===== config.mk =====
export PLATFORM = sky130hd
export DESIGN_NAME = elevator_scheduler_flat
export DESIGN_NICKNAME = d
export VERILOG_FILES = /design/src/rtl/elevator_scheduler_pkg.sv /design/src/rtl/elevator_scheduler_if.sv /design/src/rtl/elevator_call_latch.sv /design/src/rtl/elevator_scheduler.sv /design/src/flat_wrapper.sv
export SDC_FILE = /design/constraint.sdc
export NUM_CORES = 1
export LEC_CHECK = 0
export CAP_MARGIN = 15
export CORE_ASPECT_RATIO = 0.7
export CORE_MARGIN = 5
export CORE_UTILIZATION = 45
export CTS_BUF_LIST = sky130_fd_sc_hd__clkbuf_2
export CTS_CLUSTER_SIZE = 25
export DETAILED_ROUTE_END_ITERATION = 10
export PLACE_DENSITY_LB_ADDON = 0.15
export SYNTH_ARGS = -nofsm -noshare
export SYNTH_HDL_FRONTEND = slang
export SYNTH_HIERARCHICAL = 1
export SYNTH_SLANG_ARGS = --single-unit

===== constraint.sdc =====
create_clock -name clk -period 3.5 [get_ports clk]
set_clock_uncertainty 0.1 [all_clocks]
set_input_delay 0.875 -clock clk [delete_from_list [all_inputs] [get_ports clk]]
set_output_delay 0.875 -clock clk [all_outputs]
set_load 0.05 [all_outputs]

===== src/rtl/elevator_scheduler_pkg.sv =====
`default_nettype none
// ============================================================================
// Module   : elevator_scheduler_pkg
// Brief    : Shared state encoding, default timing constants and width
//            helpers for the elevator car controller and its consumers.
// Revision : 1.0 - initial release
// ============================================================================
package elevator_scheduler_pkg;

    // State encoding is also decoded by the display and VGA blocks.
    typedef enum logic [1:0] {
        ST_IDLE = 2'b00,
        ST_MOVE = 2'b01,
        ST_DOOR = 2'b10,
        ST_RSVD = 2'b11
    } state_t;

    localparam int unsigned C_DEF_FLOORS     = 4;
    localparam int unsigned C_DEF_MOVE_TICKS = 100_000_000;
    localparam int unsigned C_DEF_DOOR_TICKS = 200_000_000;

    // Floor index width; never narrower than one bit.
    function automatic int unsigned f_floor_width(input int unsigned floors);
        return (floors > 1) ? int'($clog2(floors)) : 1;
    endfunction

    // Timer width able to hold the larger reload value (ticks - 1).
    function automatic int unsigned f_timer_width(input int unsigned a, input int unsigned b);
        int unsigned m;
        m = (a > b) ? a : b;
        return (m > 2) ? int'($clog2(m)) : 1;
    endfunction

endpackage

`default_nettype wire


===== src/rtl/elevator_scheduler_if.sv =====
`default_nettype none
// ============================================================================
// Module   : elevator_scheduler_if
// Brief    : Call-button input and car status outputs of the elevator
//            controller. slave = controller side, master = user/display side.
// Revision : 1.0 - initial release
// ============================================================================
interface elevator_scheduler_if
    import elevator_scheduler_pkg::*;
#(
    parameter int unsigned FLOORS = C_DEF_FLOORS
);
    localparam int unsigned FW = f_floor_width(FLOORS);

    logic [FLOORS-1:0] call_req;
    logic [FW-1:0]     cur_floor;
    logic              dir_up;
    logic              moving;
    logic              door_open;
    logic [FLOORS-1:0] pending;
    logic [1:0]        state;

    modport master (
        output call_req,
        input  cur_floor, dir_up, moving, door_open, pending, state
    );

    modport slave (
        input  call_req,
        output cur_floor, dir_up, moving, door_open, pending, state
    );

endinterface

`default_nettype wire


===== src/rtl/elevator_call_latch.sv =====
`default_nettype none
// ============================================================================
// Module   : elevator_call_latch
// Brief    : Rising-edge detect on the call buttons and the pending-call
//            register. Clear beats set; absorbed edges never set a bit.
// Revision : 1.0 - initial release
// ============================================================================
module elevator_call_latch
    import elevator_scheduler_pkg::*;
#(
    parameter int unsigned FLOORS = C_DEF_FLOORS
) (
    input  logic              clk,
    input  logic              rst_n,
    input  logic [FLOORS-1:0] call_req,
    input  logic [FLOORS-1:0] clr_vec,
    input  logic [FLOORS-1:0] absorb_vec,
    output logic [FLOORS-1:0] pending
);

    logic [FLOORS-1:0] r_call_q;
    logic [FLOORS-1:0] r_pending;
    logic [FLOORS-1:0] w_rise;

    assign w_rise  = call_req & ~r_call_q;
    assign pending = r_pending;

    // Edge-detect history and pending set/clear (clear has priority).
    always_ff @(posedge clk or negedge rst_n) begin
        if (!rst_n) begin
            r_call_q  <= '0;
            r_pending <= '0;
        end else begin
            r_call_q  <= call_req;
            r_pending <= (r_pending | (w_rise & ~absorb_vec)) & ~clr_vec;
        end
    end

endmodule

`default_nettype wire


===== src/rtl/elevator_scheduler.sv =====
`default_nettype none
// ============================================================================
// Module   : elevator_scheduler
// Brief    : Elevator car controller. SCAN direction choice, per-floor
//            travel timer and door dwell timer; registered status outputs.
// Revision : 1.0 - initial release
// ============================================================================
module elevator_scheduler
    import elevator_scheduler_pkg::*;
#(
    parameter int unsigned FLOORS     = C_DEF_FLOORS,
    parameter int unsigned MOVE_TICKS = C_DEF_MOVE_TICKS,
    parameter int unsigned DOOR_TICKS = C_DEF_DOOR_TICKS
) (
    input  logic                 clk,
    input  logic                 rst_n,
    elevator_scheduler_if.slave  bus
);

    localparam int unsigned FW = f_floor_width(FLOORS);
    localparam int unsigned TW = f_timer_width(MOVE_TICKS, DOOR_TICKS);

    localparam logic [TW-1:0] C_MOVE_LOAD = TW'(MOVE_TICKS - 1);
    localparam logic [TW-1:0] C_DOOR_LOAD = TW'(DOOR_TICKS - 1);
    localparam logic [FW-1:0] C_TOP_FLOOR = FW'(FLOORS - 1);

    state_t            r_state;
    logic [FW-1:0]     r_floor;
    logic              r_up;
    logic [TW-1:0]     r_timer;
    logic              r_moving;
    logic              r_door;
    logic [FLOORS-1:0] r_call_q;

    state_t            w_state_nxt;
    logic [FW-1:0]     w_floor_nxt;
    logic              w_up_nxt;
    logic [TW-1:0]     w_timer_nxt;
    logic [FLOORS-1:0] w_clr_vec;
    logic [FLOORS-1:0] w_absorb_vec;
    logic [FLOORS-1:0] w_pending;

    logic [FW-1:0]     w_target;
    logic [FLOORS-1:0] w_here_vec;
    logic [FLOORS-1:0] w_tgt_vec;
    logic              w_above;
    logic              w_below;
    logic              w_tgt_ahead;
    logic              w_here_call;
    logic              w_tgt_call;
    logic              w_rise_here;
    logic              w_new_up;
    logic              w_at_limit;

    elevator_call_latch #(
        .FLOORS (FLOORS)
    ) u_call_latch (
        .clk        (clk),
        .rst_n      (rst_n),
        .call_req   (bus.call_req),
        .clr_vec    (w_clr_vec),
        .absorb_vec (w_absorb_vec),
        .pending    (w_pending)
    );

    // Neighbouring floor in the current direction; wrap is caught by w_at_limit.
    assign w_target   = r_up ? (r_floor + FW'(1)) : (r_floor - FW'(1));
    assign w_at_limit = r_up ? (r_floor == C_TOP_FLOOR) : (r_floor == '0);

    // One-hot floor decode and pending-call summaries around the car.
    always_comb begin
        w_here_vec  = '0;
        w_tgt_vec   = '0;
        w_above     = 1'b0;
        w_below     = 1'b0;
        w_tgt_ahead = 1'b0;
        for (int i = 0; i < int'(FLOORS); i++) begin
            w_here_vec[i] = (i == int'(r_floor));
            w_tgt_vec[i]  = (i == int'(w_target));
            if (i > int'(r_floor)) w_above = w_above | w_pending[i];
            if (i < int'(r_floor)) w_below = w_below | w_pending[i];
            if (r_up ? (i > int'(w_target)) : (i < int'(w_target)))
                w_tgt_ahead = w_tgt_ahead | w_pending[i];
        end
    end

    assign w_here_call = |(w_pending & w_here_vec);
    assign w_tgt_call  = |(w_pending & w_tgt_vec);
    assign w_rise_here = |(bus.call_req & ~r_call_q & w_here_vec);
    // SCAN: keep heading while calls lie ahead, reverse only if all are behind.
    assign w_new_up    = r_up ? (w_above | ~w_below) : (w_above & ~w_below);

    // Next-state, timer and floor decisions.
    always_comb begin
        w_state_nxt  = r_state;
        w_floor_nxt  = r_floor;
        w_up_nxt     = r_up;
        w_timer_nxt  = r_timer;
        w_clr_vec    = '0;
        w_absorb_vec = (r_state == ST_DOOR) ? w_here_vec : '0;
        case (r_state)
            ST_IDLE: begin
                if (|w_pending) begin
                    if (w_here_call) begin
                        w_state_nxt = ST_DOOR;
                        w_clr_vec   = w_here_vec;
                        w_timer_nxt = C_DOOR_LOAD;
                    end else begin
                        w_up_nxt    = w_new_up;
                        w_state_nxt = ST_MOVE;
                        w_timer_nxt = C_MOVE_LOAD;
                    end
                end
            end
            ST_MOVE: begin
                if (r_timer != '0) begin
                    w_timer_nxt = r_timer - TW'(1);
                end else if (w_at_limit) begin
                    // Defensive: never step past the building's ends.
                    w_state_nxt = ST_IDLE;
                end else begin
                    w_floor_nxt = w_target;
                    if (w_tgt_call) begin
                        w_state_nxt = ST_DOOR;
                        w_clr_vec   = w_tgt_vec;
                        w_timer_nxt = C_DOOR_LOAD;
                    end else if (w_tgt_ahead) begin
                        w_timer_nxt = C_MOVE_LOAD;
                    end else begin
                        w_state_nxt = ST_IDLE;
                    end
                end
            end
            ST_DOOR: begin
                // A fresh press at this floor holds the door open again.
                if (w_rise_here) begin
                    w_timer_nxt = C_DOOR_LOAD;
                end else if (r_timer == '0) begin
                    w_state_nxt = ST_IDLE;
                end else begin
                    w_timer_nxt = r_timer - TW'(1);
                end
            end
            default: begin
                w_state_nxt = ST_IDLE;
            end
        endcase
    end

    // Controller state, timer and registered status flags.
    always_ff @(posedge clk or negedge rst_n) begin
        if (!rst_n) begin
            r_state  <= ST_IDLE;
            r_floor  <= '0;
            r_up     <= 1'b1;
            r_timer  <= '0;
            r_moving <= 1'b0;
            r_door   <= 1'b0;
            r_call_q <= '0;
        end else begin
            r_state  <= w_state_nxt;
            r_floor  <= w_floor_nxt;
            r_up     <= w_up_nxt;
            r_timer  <= w_timer_nxt;
            r_moving <= (w_state_nxt == ST_MOVE);
            r_door   <= (w_state_nxt == ST_DOOR);
            r_call_q <= bus.call_req;
        end
    end

    assign bus.state     = r_state;
    assign bus.cur_floor = r_floor;
    assign bus.dir_up    = r_up;
    assign bus.moving    = r_moving;
    assign bus.door_open = r_door;
    assign bus.pending   = w_pending;

endmodule

`default_nettype wire


===== src/flat_wrapper.sv =====
// flat-port wrapper written by rule: the top's interface ports become plain ports
module elevator_scheduler_flat import elevator_scheduler_pkg::*;
#(
    parameter int unsigned FLOORS     = C_DEF_FLOORS,
    parameter int unsigned MOVE_TICKS = C_DEF_MOVE_TICKS,
    parameter int unsigned DOOR_TICKS = C_DEF_DOOR_TICKS
)
  (clk, rst_n, bus_call_req, bus_cur_floor, bus_dir_up, bus_moving, bus_door_open, bus_pending, bus_state);
  elevator_scheduler_if #(.FLOORS(FLOORS)) bus_i ();
  input  logic clk;
  input  logic rst_n;
  input wire logic [$bits(bus_i.call_req)-1:0] bus_call_req;
  output wire logic [$bits(bus_i.cur_floor)-1:0] bus_cur_floor;
  output wire logic [$bits(bus_i.dir_up)-1:0] bus_dir_up;
  output wire logic [$bits(bus_i.moving)-1:0] bus_moving;
  output wire logic [$bits(bus_i.door_open)-1:0] bus_door_open;
  output wire logic [$bits(bus_i.pending)-1:0] bus_pending;
  output wire logic [$bits(bus_i.state)-1:0] bus_state;
  assign bus_i.call_req = bus_call_req;
  assign bus_cur_floor = bus_i.cur_floor;
  assign bus_dir_up = bus_i.dir_up;
  assign bus_moving = bus_i.moving;
  assign bus_door_open = bus_i.door_open;
  assign bus_pending = bus_i.pending;
  assign bus_state = bus_i.state;
  elevator_scheduler #(.FLOORS(FLOORS), .MOVE_TICKS(MOVE_TICKS), .DOOR_TICKS(DOOR_TICKS)) u_core (.clk(clk), .rst_n(rst_n), .bus(bus_i));
endmodule

==> impl_metrics.toml, run 1 <==
[synthesis]
async_flop_share_pct = 100
syn_inst = 354
ys_types = 56
synth_edf_count = 0
ys_seq_area_share_pct = 38.7
synth_area_leaders = "dfrtp_1, o21ai_0, a21oi_1"
syn_nets = 371
yosysTopAreaCell = "dfrtp_1"
synth_top_flop_cell = "dfrtp_1"
syn_area_mm2 = 0.00305
synth_most_common_cell = "dfrtp_1"
ys_warn_count = 6
ys_top_cells_by_count = "dfrtp_1, nor2_1, o21ai_0"
synth.avg_cell_area_um2 = 8.60
ys_ff_latch = 47
synth_top_area_share_pct = 37.8

[critical_path]
critPathLaunchType = "flip-flop"
end_kind = "flip-flop"
crit_path_max_fanout = 10
cp_data_required_time_ns = 3.76
critical_path_class = "flip-flop to flip-flop"
arrival_ns = 3.34
ff2ff_path_depth = 9

[routing]
detail-route-antenna-nets = 0
via_count = 2964
vias_per_cell = 6.12
route.detailed.drc = 0
drt_iter0_drc = 357
dr.pass1.iters = 5
wirelength_mm = 8.49
routedWlPerCell_um = 17.5

[timing]
rsz0062_at_grt = "no"
fin_crit_ns = 3.08
hold_viol = 0
max_freq_ghz = 0.324
finalSetupViolations = 0
tightestPinTransition_ns = 0.689
period_share_pct = 88.1
final_max_slew_viol_count = 0
max-slew-margin-rel_pct = 53.6
fin_setup_tns_ns = 0

[cts]
cts_resized = 0
cts_setup_buffers = 0
numCtsBuffers = 5
cts_hold_buf = 0
clk_latency_ns = 0.43
clkSinkCount = 47
cts_tree = "done"
clock_path_buffers = 2
clkTransAtPathRegs_ns = 0.25
ctsRootBufferMaster = "clkbuf_2"
htreeDepth = 2

[die]
die_w_um = 108
initial_core_util_pct = 45.7
die_y_um = 78.8
core_area_mm2 = 0.00666
die_area_mm2 = 0.00854
rows = 25
io_pins = 17

[global_route]
grt_usage_pct = 20.6
grt_pass1_vias = 2589
grt_max_degree = 27
antenna_found_initial = 0
grt_pass1_wl_mm = 13.7
grt-ovfl-total = 0

[power]
powerDensity_mw_per_mm2 = 278
p_leak_nw = 1.37
irDropWorstVdd_uv = 150

[layout]
finish.net_count = 406
drive_gt1_share_pct = 10.8
antenna_cells = 0
final_cell_area_mm2 = 0.00351
area_growth_pct = 15.3

[run]
maxCapViolCount = 0

[hold_path]
worstHoldPathType = "input pin to asynchronous set/reset pin"

[place]
gp_congestion = 0.935
buffer_ports.inserted = 16
hpwl_mm = 6.18
place_area_mm2 = 0.00345

[outcome]
status = "completed"
[kinds of logic (layout without fill, tap and decap cells)]
logic type / count (synthesis) / count (layout) / synth area share, %
compound gates: 126 / 126 / 26.4
xor+xnor: 5 / 5 / 1.44
fa+ha+maj: 11 / 11 / 4.52
buf+inv: 29 / 65 / 4.15
flops: 47 / 47 / 38.7
mux: 4 / 4 / 1.73
simple gates: 132 / 132 / 23.1
[cells in the final DEF, fill, tap and decap left out, types with 5 or more instances in the layout]
cell type        netlist  layout
dfrtp_1               46      46
nor2_1                36      36
o21ai_0               35      35
a21oi_1               34      34
buf_4                  0      23
nand2_1               23      23
inv_1                 17      17
clkdlybuf4s50_1        0      15
nor3_1                11      11
ha_1                  11      11
nor4_1                10      10
o22a_1                 9       9
o21a_1                 8       8
and2_1                 7       7
nand3_1                7       7
or4_1                  6       6
clkbuf_2               0       5
a22o_1                 5       5
or3_1                  5       5
or2_2                  5       5
[sequential cells by signal, summed over array words and instances, names as in the netlist]
register,cells
u_core/bus.cur_floor,2
u_core/r_call_q,4
u_core/bus.dir_up,1
u_core/bus.state,2
u_core/bus.door_open,1
u_core/r_timer,28
u_core/u_call_latch/r_call_q,4
u_core/u_call_latch/pending,4
u_core/bus.moving,1
[final timing paths]
kind,from,to,slack [ns]
worst max-delay path,u_core/bus.cur_floor[1]$_DFFE_PN0P_,u_core/r_timer[4]$_DFFE_PN0P_,0.42
worst min-delay path,rst_n,u_core/bus.cur_floor[0]$_DFFE_PN0P_,0.26
worst max register to register,u_core/bus.cur_floor[1]$_DFFE_PN0P_,u_core/r_timer[4]$_DFFE_PN0P_,0.42
worst min register to register,u_core/u_call_latch/r_call_q[3]$_DFF_PN0_,u_core/u_call_latch/pending[3]$_DFF_PN0_,0.41
max in group asynchronous,rst_n,u_core/r_timer[13]$_DFFE_PN0P_,2.30
min in group clk,u_core/u_call_latch/r_call_q[3]$_DFF_PN0_,u_core/u_call_latch/pending[3]$_DFF_PN0_,0.41
[power breakdown]
part | leakage (nW) | switching (mW) | internal [mW]
logic | 0.820 | 0.0479 | 0.0412
registers | 0.510 | 0.0203 | 0.565
clock network | 0.0404 | 0.184 | 0.117
total | 1.37 | 0.252 | 0.723
[per-stage QoR]
step	std cells	power, mW	worst slack [ns]	utilization, %	hold slack [ns]
2_1_floorplan	354	0.647	0.312	-	0.362
3_3_place_gp	476	0.682	0.215	51.8	0.386
3_5_place_dp	476	0.683	0.137	51.8	0.390
4_1_cts	484	0.988	0.433	52.7	0.257
5_1_grt	484	1.02	0.214	52.7	0.258
6_report	484	0.976	0.416	52.7	0.261
[area by class of cell]
class | instances | area [um^2]
Fill cell | 619 | 3150
Multi-Input combinational cell | 278 | 1740
Sequential cell | 47 | 1180
Timing Repair Buffer | 40 | 348
Tap cell | 94 | 118
Inverter | 17 | 63.8
Clock inverter | 3 | 38.8
Clock buffer | 5 | 25.0
[critical path: stages (launching register included)]
cell,delay [ns]
dfrtp_1,0.53
inv_1,0.14
ha_1,0.36
xnor2_1,0.36
mux4_2,0.37
o2111a_1,0.27
or2_1,0.39
buf_4,0.22
o21a_1,0.10
o22a_1,0.17
[routing by layer]
layer / routed length (um) / GRT usage [%] / part of all wire, % / up-vias
li1: - / - / - / 1390
met3: 769 / 3.25 / 9.1 / 20
met1: 4430 / 34.3 / 52 / 1410
met5: 0 / 0 / 0 / -
met2: 3180 / 26.9 / 37 / 144
met4: 104 / 4.67 / 1.2 / 0
(Power assumes the default switching activity.)
==> run 2, diff against run 1 <==
--- a/config.mk
+++ b/config.mk
@@ -12,6 +12,7 @@
 export CTS_BUF_LIST = sky130_fd_sc_hd__clkbuf_2
 export CTS_CLUSTER_SIZE = 25
 export DETAILED_ROUTE_END_ITERATION = 10
+export MAX_ROUTING_LAYER = met4
 export PLACE_DENSITY_LB_ADDON = 0.15
 export SYNTH_ARGS = -nofsm -noshare
 export SYNTH_HDL_FRONTEND = slang
==> impl_metrics.toml, run 2 (synthesis gave the netlist of run 1 again) <==
[layout]
fillCellCount = 636
largest-register = "u_core/r_timer"
finish.net_count = 406
antenna_cells = 0
layout_common_cells = "dfrtp_1, nor2_1, o21ai_0, a21oi_1, nand2_1"
area_growth_pct = 16.7
largest_reg_flops = 28
final_cell_count_no_fill = 484
drive_gt1_share_pct = 11.0
final_common_cell = "dfrtp_1"

[routing]
via_count = 2883
wirelength_mm = 8.41
drt_iter0_drc = 347
vias_per_cell = 5.96
route.detailed.drc = 0
detail-route-antenna-nets = 0
routedWlPerCell_um = 17.4
dr.pass1.iters = 5

[global_route]
grt_pass1_wl_mm = 13.9
grt_usage_pct = 21.3
grt-ovfl-total = 0
grt_max_degree = 48
antenna_found_initial = 0
grt_pass1_vias = 2580

[timing]
hold_viol = 0
max-slew-margin-rel_pct = 57.0
period_share_pct = 87.7
fin_crit_ns = 3.07
whs_ns = 0.293
final_max_slew_viol_count = 0
finalSetupViolations = 0
tightestPinTransition_ns = 0.643
max_freq_ghz = 0.326
rsz0062_at_grt = "no"
fin_setup_tns_ns = 0

[power]
irDropWorstVdd_uv = 157
p_int_uw = 799
finalPower_mw = 1.05
switchingPower_uw = 250
powerDensity_mw_per_mm2 = 295
p_leak_nw = 1.38
combPwrFrac_pct = 8.7
clkPwrFrac_pct = 35.6
p_sw_share_pct = 23.8
seqPwrFrac_pct = 55.7

[cts]
clkTransAtPathRegs_ns = 0.24
cts_tree = "done"
ctsRootBufferMaster = "clkbuf_2"
htreeDepth = 2
numCtsBuffers = 5
clock_path_buffers = 2
clk_latency_ns = 0.43
cts_setup_buffers = 0
cts_hold_buf = 0
cts_resized = 0
clkSinkCount = 47

[critical_path]
cpLargestDelayFamily = "compound AO/OA/AOI/OAI gates"
arrival_ns = 3.33
critical_path_class = "flip-flop to flip-flop"
end_kind = "flip-flop"
worstPathCellList = "inv_1, ha_1, xnor2_1, mux4_2, o2111a_1, or2_1, buf_4, o21a_1, o22a_1"
worst_path_max_delay_cell = "dfrtp_1"
crit_path_max_fanout = 10
crit_buf_inv = 2
critPathLaunchType = "flip-flop"
slowest_delay_ns = 0.53
cp_data_required_time_ns = 3.75

[outcome]
status = "completed"

[die]
die_w_um = 108
initial_core_util_pct = 45.7
io_pins = 17
rows = 25
die_y_um = 78.8
core_area_mm2 = 0.00666
die_area_mm2 = 0.00854

[run]
maxCapViolCount = 0

[place]
placed_cells = 475
gp_congestion = 0.939
hpwl_mm = 6.16
buffer_ports.inserted = 16

[hold_path]
worstHoldPathType = "input pin to asynchronous set/reset pin"
==> run 2: worst reg2reg max path, cell delays in order, from the launching register on <==
cell,delay [ns]
dfrtp_1,0.53
inv_1,0.14
ha_1,0.37
xnor2_1,0.32
mux4_2,0.36
o2111a_1,0.28
or2_1,0.42
buf_4,0.23
o21a_1,0.09
o22a_1,0.18
==> run 2: through the flow <==
stage	utilization, %	setup slack (ns)	cell area, um^2
after floorplan	-	0.312	3050
after global routing	53.3	0.281	3550
after CTS	53.0	0.453	3530
after detailed placement	51.6	0.122	3440
final	53.3	0.429	3550
after global placement	51.6	0.197	3440
==> run 2: per-layer routing <==
layer	GRT usage, %	share of wire [%]	wire [um]
met4	4.29	1.0	85
met5	-	0	0
met1	34.9	54	4550
met2	27.0	38	3210
met3	3.33	6.7	562
==> run 2: power by group through the flow <==
stage	Clock, mW	Combinational, mW	Sequential [mW]
2_1_floorplan	0	0.0650	0.582
3_3_place_gp	0	0.0868	0.594
3_5_place_dp	0	0.0886	0.594
4_1_cts	0.389	0.0891	0.585
5_1_grt	0.410	0.103	0.588
6_report	0.373	0.0912	0.585
==> run 2: cell type report <==
| cell class | count | area [um^2] | area share, % |
|---|---|---|---|
| timing repair buffer | 40 | 360 | 10.1 |
| sequential | 47 | 1180 | 33.1 |
| multi-input combinational | 278 | 1740 | 49.0 |
| tap | 94 | 118 | 3.31 |
| clock buffer | 5 | 25.0 | 0.704 |
| clock inverter | 3 | 67.6 | 1.90 |
| inverter | 17 | 63.8 | 1.80 |
==> run 2: path summary, 6_finish.rpt <==
kind                                                                start                                        to  slack (ns)  cells past startpoint
worst max register to register        u_core/bus.cur_floor[1]$_DFFE_PN0P_            u_core/r_timer[22]$_DFFE_PN0P_        0.43                      9
max in group asynchronous                                           rst_n       u_core/bus.cur_floor[1]$_DFFE_PN0P_        2.47                      2
min in group clk                u_core/u_call_latch/r_call_q[3]$_DFF_PN0_  u_core/u_call_latch/pending[3]$_DFF_PN0_        0.41                      2
worst max-delay path                  u_core/bus.cur_floor[1]$_DFFE_PN0P_            u_core/r_timer[22]$_DFFE_PN0P_        0.43                      9
worst min-delay path                                                rst_n  u_core/u_call_latch/pending[0]$_DFF_PN0_        0.29                      1
worst min register to register  u_core/u_call_latch/r_call_q[3]$_DFF_PN0_  u_core/u_call_latch/pending[3]$_DFF_PN0_        0.41                      2
==> run 3, diff against run 2 <==
--- a/config.mk
+++ b/config.mk
@@ -7,7 +7,7 @@
 export LEC_CHECK = 0
 export CAP_MARGIN = 15
 export CORE_ASPECT_RATIO = 0.7
-export CORE_MARGIN = 5
+export CORE_MARGIN = 10
 export CORE_UTILIZATION = 45
 export CTS_BUF_LIST = sky130_fd_sc_hd__clkbuf_2
 export CTS_CLUSTER_SIZE = 25
==> impl_metrics.toml, run 3 (synthesis gave the netlist of run 1 again) <==
[outcome]
status = "completed"

[power]
combPwrFrac_pct = 9.3
p_int_uw = 725
powerDensity_mw_per_mm2 = 282
seqPwrFrac_pct = 60.1
finalPower_uw = 977
clkPwrFrac_pct = 30.7
irDropWorstVdd_uv = 142
p_sw_share_pct = 25.8
p_leak_nw = 1.34
switchingPower_uw = 252

[cts]
clock_path_buffers = 2
clkTransAtPathRegs_ns = 0.25
cts_setup_buffers = 0
numCtsBuffers = 5
cts_resized = 0
clkSinkCount = 47
clk_latency_ns = 0.42
htreeDepth = 2
cts_tree = "done"
cts_hold_buf = 0
ctsRootBufferMaster = "clkbuf_2"

[timing]
period_share_pct = 90.9
max-slew-margin-rel_pct = 45.0
max_freq_ghz = 0.314
rsz0062_at_grt = "no"
fin_crit_ns = 3.18
finalSetupViolations = 0
tightestPinTransition_ns = 0.824
fin_setup_tns_ns = 0
hold_viol = 0
final_max_slew_viol_count = 0

[layout]
area_growth_pct = 13.6
finish.net_count = 398
antenna_cells = 0
layout_common_cells = "dfrtp_1, nor2_1, o21ai_0, a21oi_1, nand2_1"
finish.utilization_pct = 54.1
final_common_cell = "dfrtp_1"
largest_reg_flops = 28
drive_gt1_share_pct = 9.16
largest-register = "u_core/r_timer"

[global_route]
grt-ovfl-total = 0
grt_pass1_vias = 2654
grt_usage_pct = 17.4
grt_pass1_wl_mm = 14.5
antenna_found_initial = 0
grt_max_degree = 48

[critical_path]
end_kind = "flip-flop"
worstPathCellList = "inv_1, ha_1, xnor2_1, mux4_2, o2111a_1, or2_2, o21a_1, o22a_1"
r2r_end = "u_core/r_timer[22]$_DFFE_PN0P_"
r2r_start = "u_core/bus.cur_floor[1]$_DFFE_PN0P_"
slowest_delay_ns = 0.53
cpLargestDelayFamily = "compound AO/OA/AOI/OAI gates"
worst_path_max_delay_cell = "dfrtp_1"
critPathLaunchType = "flip-flop"
crit_path_max_fanout = 16
r2r_slack_ns = 0.32
crit_end = "u_core/r_timer[22]$_DFFE_PN0P_"
ff2ff_path_depth = 8
crit_buf_inv = 1
cp_data_required_time_ns = 3.74
startpoint = "u_core/bus.cur_floor[1]$_DFFE_PN0P_"
critical_path_class = "flip-flop to flip-flop"
cp.depth = 8
arrival_ns = 3.42

[die]
die_area_mm2 = 0.0105
core_area_mm2 = 0.00640
rows = 24
io_pins = 17
initial_core_util_pct = 47.6
die_w_um = 118
die_y_um = 88.8

[hold_path]
worstHoldPathType = "input pin to asynchronous set/reset pin"

[place]
gp_congestion = 0.982
hpwl_mm = 6.44
buffer_ports.inserted = 16

[routing]
drt_iter0_drc = 368
detail-route-antenna-nets = 0
routedWlPerCell_um = 18.6
vias_per_cell = 6.15
wirelength_mm = 8.79
route.detailed.drc = 0
via_count = 2907
dr.pass1.iters = 5

[run]
maxCapViolCount = 0
==> run 3: how the worst min path moves through the flow <==
stage	endpoint	startpoint
2_1_floorplan	u_core/r_timer[18]$_DFFE_PN0P_	u_core/r_timer[18]$_DFFE_PN0P_
3_3_place_gp	u_core/u_call_latch/pending[3]$_DFF_PN0_	u_core/u_call_latch/r_call_q[3]$_DFF_PN0_
3_5_place_dp	u_core/u_call_latch/pending[3]$_DFF_PN0_	u_core/u_call_latch/r_call_q[3]$_DFF_PN0_
4_1_cts	u_core/u_call_latch/pending[3]$_DFF_PN0_	u_core/u_call_latch/r_call_q[3]$_DFF_PN0_
5_1_grt	u_core/r_timer[14]$_DFFE_PN0P_	rst_n
6_report	u_core/r_timer[14]$_DFFE_PN0P_	rst_n
==> run 3: routing by layer <==
metal	GRT usage [%]	wire length, um	up-vias
met1	26.6	4590	1383
met2	22.1	3350	136
met4	3.02	84	0
li1	-	-	1372
met5	-	0	-
met3	4.13	767	16
==> run 3: stage by stage <==
stage                     setup WS [ns]  area [um^2]  hold slack, ns  std cells
final                             0.319         3460           0.274        473
after global routing              0.158         3460           0.267        473
after CTS                         0.285         3440           0.423        472
after detailed placement         0.0199         3380           0.397        464
after global placement            0.135         3380           0.392        464
after floorplan                   0.312         3050           0.362        354
==> run 3: power by group through the flow <==
stage               sequential, mW  combinational, mW  clock [mW]
finish                       0.587             0.0906       0.299
global route                 0.589              0.104       0.328
CTS                          0.587             0.0889       0.304
detailed placement           0.596             0.0886           0
global placement             0.594             0.0861           0
floorplan                    0.582             0.0650           0
==> run 3: cell type report <==
cell class                      instances  area (um^2)
Tap cell                               91          114
Clock buffer                            5         25.0
Multi-Input combinational cell        278         1740
Timing Repair Buffer                   32          300
Clock inverter                          3         38.8
Sequential cell                        47         1180
Fill cell                             608         2940
Inverter                               17         63.8
==> run 3: worst reg2reg max path, cell delays in order (launching register included) <==
cell      delay (ns)
dfrtp_1         0.53
inv_1           0.14
ha_1            0.36
xnor2_1         0.38
mux4_2          0.47
o2111a_1        0.29
or2_2           0.46
o21a_1          0.17
o22a_1          0.19
